$ cat config.mk
export PLATFORM = sky130hd
export DESIGN_NAME = control_unit
export DESIGN_NICKNAME = d
export VERILOG_FILES = /design/src/rtl/control_pkg.sv /design/src/rtl/ir_decode.sv /design/src/rtl/control_unit.sv
export SDC_FILE = /design/constraint.sdc
export NUM_CORES = 1
export LEC_CHECK = 0
export CORE_UTILIZATION = 33
export CTS_CLUSTER_DIAMETER = 120
export DETAILED_ROUTE_END_ITERATION = 10
export PLACE_DENSITY = 0.73
export SYNTH_ARGS = -nofsm -noshare
export SYNTH_HDL_FRONTEND = slang
export SYNTH_SLANG_ARGS = --single-unit
$ cat constraint.sdc
create_clock -name Clock -period 1.8 [get_ports Clock]
set_clock_uncertainty 0.05 [all_clocks]
set_input_delay 0.45 -clock Clock [delete_from_list [all_inputs] [get_ports Clock]]
set_output_delay 0.45 -clock Clock [all_outputs]
set_load 0.01 [all_outputs]
$ cat src/rtl/control_pkg.sv
// Shared definitions for the Lab B sequencing controller: opcodes, state
// encodings, ALU select codes and the opcode-to-execute-state mapping.
package control_pkg;

  typedef enum logic [3:0] {
    ST_INIT   = 4'd0,
    ST_FETCH  = 4'd1,
    ST_DECODE = 4'd2,
    ST_NOOP   = 4'd3,
    ST_LOADA  = 4'd4,
    ST_LOADB  = 4'd5,
    ST_STORE  = 4'd6,
    ST_ADD    = 4'd7,
    ST_SUB    = 4'd8,
    ST_HALT   = 4'd9
  } state_e;

  localparam logic [3:0] OP_NOOP  = 4'd0;
  localparam logic [3:0] OP_STORE = 4'd1;
  localparam logic [3:0] OP_LOAD  = 4'd2;
  localparam logic [3:0] OP_ADD   = 4'd3;
  localparam logic [3:0] OP_SUB   = 4'd4;
  localparam logic [3:0] OP_HALT  = 4'd5;

  localparam logic [2:0] ALU_PASS = 3'd0;
  localparam logic [2:0] ALU_ADD  = 3'd1;
  localparam logic [2:0] ALU_SUB  = 3'd2;

  // Unassigned opcodes fall through to Noop.
  function automatic state_e exec_state(input logic [3:0] op);
    case (op)
      OP_STORE: exec_state = ST_STORE;
      OP_LOAD:  exec_state = ST_LOADA;
      OP_ADD:   exec_state = ST_ADD;
      OP_SUB:   exec_state = ST_SUB;
      OP_HALT:  exec_state = ST_HALT;
      default:  exec_state = ST_NOOP;
    endcase
  endfunction

endpackage

$ cat src/rtl/ir_decode.sv
// Purely combinational field extraction and Moore output decode from the
// current state and instruction register.
module ir_decode
  import control_pkg::*;
(
  input  state_e      state,
  input  logic [15:0] ir,
  output state_e      next_exec,
  output logic        pc_clr,
  output logic        pc_up,
  output logic [7:0]  d_addr,
  output logic        d_wr,
  output logic        rf_s,
  output logic [3:0]  rf_w_addr,
  output logic        rf_w_wr,
  output logic [3:0]  rf_ra_addr,
  output logic        rf_ra_rd,
  output logic [3:0]  rf_rb_addr,
  output logic        rf_rb_rd,
  output logic [2:0]  alu_s0
);

  assign next_exec = exec_state(ir[15:12]);

  always_comb begin
    pc_clr     = 1'b0;
    pc_up      = 1'b0;
    d_addr     = 8'd0;
    d_wr       = 1'b0;
    rf_s       = 1'b0;
    rf_w_addr  = 4'd0;
    rf_w_wr    = 1'b0;
    rf_ra_addr = 4'd0;
    rf_ra_rd   = 1'b0;
    rf_rb_addr = 4'd0;
    rf_rb_rd   = 1'b0;
    alu_s0     = ALU_PASS;

    case (state)
      ST_INIT:  pc_clr = 1'b1;
      ST_FETCH: pc_up  = 1'b1;
      ST_LOADA, ST_LOADB: begin
        d_addr    = ir[11:4];
        rf_s      = 1'b1;
        rf_w_addr = ir[3:0];
        // Write only in the second cycle, once memory read data has settled.
        rf_w_wr   = (state == ST_LOADB);
      end
      ST_STORE: begin
        d_addr     = ir[7:0];
        rf_ra_addr = ir[11:8];
        rf_ra_rd   = 1'b1;
        d_wr       = 1'b1;
        alu_s0     = ALU_PASS;
      end
      ST_ADD, ST_SUB: begin
        rf_ra_addr = ir[11:8];
        rf_rb_addr = ir[7:4];
        rf_ra_rd   = 1'b1;
        rf_rb_rd   = 1'b1;
        rf_w_addr  = ir[3:0];
        rf_w_wr    = 1'b1;
        rf_s       = 1'b0;
        alu_s0     = (state == ST_ADD) ? ALU_ADD : ALU_SUB;
      end
      default: ;
    endcase
  end

endmodule

$ cat src/rtl/control_unit.sv
// Fetch/decode/execute sequencer for the Lab B processor; owns the state
// register and instruction register, output decode lives in ir_decode.
module control_unit
  import control_pkg::*;
(
  input  logic        Clock,
  input  logic        Resetn,
  input  logic [15:0] Instr,
  output logic        PC_clr,
  output logic        PC_up,
  output logic [15:0] IR_out,
  output logic [7:0]  D_addr,
  output logic        D_wr,
  output logic        RF_s,
  output logic [3:0]  RF_W_addr,
  output logic        RF_W_wr,
  output logic [3:0]  RF_Ra_addr,
  output logic        RF_Ra_rd,
  output logic [3:0]  RF_Rb_addr,
  output logic        RF_Rb_rd,
  output logic [2:0]  ALU_s0,
  output logic [3:0]  State
);

  state_e      state_q, state_d;
  state_e      next_exec;
  logic [15:0] ir_q, ir_d;

  always_ff @(posedge Clock or negedge Resetn) begin
    if (!Resetn) begin
      state_q <= ST_INIT;
      ir_q    <= 16'd0;
    end else begin
      state_q <= state_d;
      ir_q    <= ir_d;
    end
  end

  // IR captures the ROM word on the edge leaving Fetch, the same edge the PC advances.
  always_comb begin
    state_d = state_q;
    ir_d    = ir_q;
    case (state_q)
      ST_INIT:   state_d = ST_FETCH;
      ST_FETCH: begin
        state_d = ST_DECODE;
        ir_d    = Instr;
      end
      ST_DECODE: state_d = next_exec;
      ST_LOADA:  state_d = ST_LOADB;
      ST_NOOP, ST_LOADB, ST_STORE, ST_ADD, ST_SUB: state_d = ST_FETCH;
      ST_HALT:   state_d = ST_HALT;
      default:   state_d = ST_INIT;
    endcase
  end

  ir_decode u_ir_decode (
    .state      (state_q),
    .ir         (ir_q),
    .next_exec  (next_exec),
    .pc_clr     (PC_clr),
    .pc_up      (PC_up),
    .d_addr     (D_addr),
    .d_wr       (D_wr),
    .rf_s       (RF_s),
    .rf_w_addr  (RF_W_addr),
    .rf_w_wr    (RF_W_wr),
    .rf_ra_addr (RF_Ra_addr),
    .rf_ra_rd   (RF_Ra_rd),
    .rf_rb_addr (RF_Rb_addr),
    .rf_rb_rd   (RF_Rb_rd),
    .alu_s0     (ALU_s0)
  );

  assign State  = state_q;
  assign IR_out = ir_q;

endmodule

# After elaboration in Yosys (flattened, before gate mapping)
# Cells that the tools add are included.
[totals]
reg_bits = 20
input_bits = 18
out_inout_bits = 50
wordCells = 37
[op_classes]
n_eq_ne = 14
mux = 15
reduce_logical = 6
[op_table]
columns = ["operator", "count"]
rows = [
  ["one-hot mux 4 bit (5 select lines)", 2],
  ["equality test 4 x 3 -> 1 bit (second input constant)", 6],
  ["equality test 4 x 2 -> 1 bit (second input constant)", 4],
  ["one-hot mux 8 bit (2 select lines)", 1],
  ["2-to-1 mux 4 bit", 3],
  ["equality test 4 x 1 -> 1 bit (second input constant)", 2],
  ["equality test 4 bit (second input constant)", 2],
  ["2-to-1 mux 1 bit", 6],
  ["OR reduction 6 bit", 1],
  ["zero test 4 bit", 1],
  ["OR reduction 2 bit", 2],
  ["OR reduction 4 bit", 1],
  ["2-to-1 mux 3 bit", 1],
  ["OR reduction 3 bit", 1],
  ["2-to-1 mux 2 bit", 1],
  ["one-hot mux 1 bit (2 select lines)", 1],
]

# Logic depth before layout (Yosys ltp)
[logic_depth]
depth_word = 3
mapped_depth = 4
mapped_depth_nobuf = 3

# Modules after synthesis
# From an unflattened synthesis, not the netlist that was laid out.
[hier_totals]
hier_cells = 117
area_unflattened_um2 = 1239.9
[by_module_without_submodules]
columns = ["mod", "n_inst", "cells_each", "area_each_um2", "seq_area_each_um2"]
rows = [
  ["control_unit", 1, 51, 815.8, 500.5],
  ["ir_decode", 1, 66, 424.2, 0.0],
]

# Worst setup path before layout
# OpenSTA, ideal clock, no wires.
[synth_timing]
path_kind = "register to output"
startpoint = "register state_q[0] (netlist: State[0])"
endpoint = "output RF_Ra_addr[0]"
t_arrival_ns = 1.486
required_ns = 1.300
path_slack_ns = -0.186
path_stages_with_launch = 5
path_buffers = 1
cell_sequence = "dfrtp_1 buf_2 or4b_4 nand2_1 and2_1"
[synth_via]
elab_chain_len = 3
word_cells_on_any_way = 5
classes_between = "eq/ne (3); mux (1); reduce/logical (1)"
[synth_lines]
columns = ["element", "line_no", "source"]
rows = [
  ["start: declaration", "control_unit.sv:25", "state_e state_q, state_d;"],
  ["start signal: assignment", "control_unit.sv:34", "state_q <= state_d;"],
  ["equality test 4 x 3 -> 1 bit / equality test 4 bit (equally long branches)", "ir_decode.sv:39", "case (state)"],
  ["OR reduction 3 bit (no line) (*)", "--", ""],
  ["2-to-1 mux 4 bit (*)", "ir_decode.sv:39", ""],
  ["end: declaration", "control_unit.sv:17", "output logic [3:0] RF_Ra_addr,"],
]
# Every way passes the cells marked *; elsewhere a longest branch is shown, timed or not.

# Worst setup path after layout
[layout_timing]
startpoint = "register state_q[0] (netlist: State[0])"
endpoint = "output RF_Ra_addr[2]"
# Same word-level chain as after synthesis.

==> flow_metrics.py <==
metrics = {
    "cts": {
        "hold_buffers": 0,
        "cts_tree": "built",
        "root_buffer": "clkbuf_4",
        "cts_buffer_depth": 2,
        "clock-sinks": 20,
        "cts_buffers": 3,
        "htree_levels": 1,
        "clk_pin_slew_ns": 0.11,
        "clock_latency_ns": 0.30,
    },
    "cells_and_area": {
        "antenna_cells": 0,
        "nets": 231,
        "synthToLayoutAreaGrowth_pct": 116,
        "final_common_cell": "buf_6",
        "most-common-layout-cells": "33 x buf_6, 27 x buf_4, 25 x clkdlybuf4s50_1",
        "final_core_util_pct": 77.4,
        "instances_no_fill": 256,
        "fill_cells": 188,
        "layout-drive-gt1-share_pct": 61.8,
    },
    "sta": {
        "hold_viol_final": 0,
        "holdWs_ns": 0.440,
        "layout_setup_ws_ns": -0.381,
        "period_needed_ns": 2.18,
        "rsz0062_at_grt": "true",
        "fmax_ghz": 0.459,
        "setup_violations": 40,
        "report.final.slew_viol_count": 0,
        "period_share_pct": 121,
    },
    "floorplanning": {
        "core_sq_um": 3130,
        "die-area_sq_um": 3630,
        "fp.dieW_microns": 60.2,
        "die_h_microns": 60.2,
        "design.portCount": 68,
        "num_rows": 20,
        "start_util_pct": 35.8,
    },
    "synthesis": {
        "synth_cell_types": 33,
        "ys_async_sr_fraction_pct": 100,
        "syn-num-nets": 117,
        "ys_seq_area_share_pct": 44.7,
        "synth_edf_count": 0,
        "synthTopCellsByArea": "dfrtp_1 45%, mux2_2 16%, a22o_1 6.3%",
        "synth_seq_cells": 20,
        "synth_top_area_share_pct": 44.7,
        "ys.flop_type": "dfrtp_1",
        "synth.avg_cell_area_sq_um": 11.3,
        "yosysTopAreaCell": "dfrtp_1",
        "synth_warnings": 0,
        "syn_inst": 99,
        "syn-cell-area_sq_um": 1120,
    },
    "global_routing": {
        "grt_pass1_vias": 1217,
        "antenna_found_initial": 0,
        "grt-ovfl-total": 0,
        "gr-usage-all-layers_pct": 22.8,
        "grt_pass1_wl_microns": 5960,
        "grt_max_degree": 21,
    },
    "drt": {
        "vias": 1291,
        "firstDrtPassIters": 4,
        "drtIter0Drc": 40,
        "wire_per_inst_microns": 17.1,
        "routed_wl_microns": 4370,
        "ant_nets": 0,
        "via_per_inst": 5.04,
        "drc": 0,
    },
    "worst_setup_path": {
        "crit_slowest_cell": "or4b_4",
        "required_ns": 1.30,
        "critPathKind": "reg2out",
        "reg2reg_to": "IR_out[13]",
        "critical_path_peak_fanout": 5,
        "startpoint_type": "flop",
        "slowest_delay_ns": 0.59,
        "r2r_start": "State[2]",
        "worstPathArrival_ns": 1.68,
        "path_delay_family": "simple AND/OR/NAND/NOR gates",
        "end_kind": "primary output",
        "ff2ff_setup_slack_ns": -0.13,
        "r2r_cells": 7,
        "critical_path.cell_chain": "or4b_4, nand2_4, and2_4, buf_6",
        "crit_buf_inv": 1,
    },
    "status": {
        "status": "finished, violations left",
        "violations": "setup timing",
    },
    "pwr": {
        "powerDensity_nw_per_um2": 1660,
        "p_leak_nw": 1.20,
        "power_mw": 4.02,
        "ir_drop_uv": 973,
    },
    "run": {
        "maxCapViolCount": 0,
    },
    "hold_path": {
        "hp-class": "in2async",
    },
    "place": {
        "io_buffers": 66,
        "place_ws_ns": -0.473,
        "place_hpwl_microns": 2560,
        "place.gp.congestion": 0.790,
        "placedCellCount": 216,
    },
}
## stage by stage
step,TNS (ns),area (sq um)
4_1_cts,-7.64,2160
3_5_place_dp,-10.85,1930
5_1_grt,-11.50,2420
3_3_place_gp,-10.06,1930
2_1_floorplan,-1.48,1170
6_report,-9.25,2420
## registers in the layout, indices dropped and copies added (netlist names)
register	cells
IR_out	16
State	4
## cell type report
type                    instances  area [sq um]  share of cell area [%]
clock buffers                   3          22.5                   0.930
multi-input cells              72           746                    30.8
flip-flops and latches         20           508                    21.0
well taps                      44          55.1                    2.27
inverters                       2          10.0                   0.413
repair buffers                114          1050                    43.4
clock inverters                 1          30.0                    1.24
## synthesized netlist by cell type (2+ instances only)
cell type   n
nand2_1     3
a22o_1      8
o21ai_0     3
a21boi_0    5
and2_1      8
buf_4       2
dfrtp_1    20
nor2_1      5
mux2_2     16
nand2b_1    2
nand3b_1    2
nor2b_1     2
buf_2       3
## how the worst max path moves through the flow
stage | from | end | slack, ns | cells past startpoint
finish | State[0] | RF_Ra_addr[2] | -0.38 | 4
CTS | State[2] | RF_Rb_addr[1] | -0.40 | 4
floorplan | State[0] | RF_Rb_addr[0] | -0.11 | 4
global placement | State[2] | RF_Rb_addr[2] | -0.43 | 4
detailed placement | State[1] | RF_Rb_addr[1] | -0.47 | 4
global route | State[1] | RF_Rb_addr[1] | -0.44 | 4
## cell families (layout without fill, tap and decap cells)
group                  count (synthesis)  count (layout)  synth area share [%]
flip-flops                            20              20                  44.7
AND/OR/NAND/NOR                       30              31                  17.7
multiplexers                          17              17                  17.0
XOR/XNOR                               1               1                 0.783
AO/OA/AOI/OAI                         22              22                  15.1
buffers and inverters                  8             120                  4.36
other                                  1               1                 0.335
## where the power goes
group / switching, mW / internal [mW] / total, mW
sequential: 0.177 / 0.684 / 0.861
clock: 0.140 / 0.225 / 0.365
combinational: 1.12 / 1.67 / 2.80
total: 1.44 / 2.58 / 4.02
## metal layers
metal,GRT usage [%],up-vias,routed length (microns)
li1,-,587,-
met1,26.7,627,1740
met2,40.7,65,2290
met3,3.25,12,221
met4,10.3,0,110
met5,0,-,0
## timing repair
item / 4_1_cts / 5_1_grt
pin swaps: 21 / 14
cloned: 1 / 2
buffers inserted: 20 / 15
resized for setup: 165 / 48
hold endpoints to repair: 0 / 0
endpoints found under the setup margin: 58 / 46
Power figures use the tool's default switching activity.
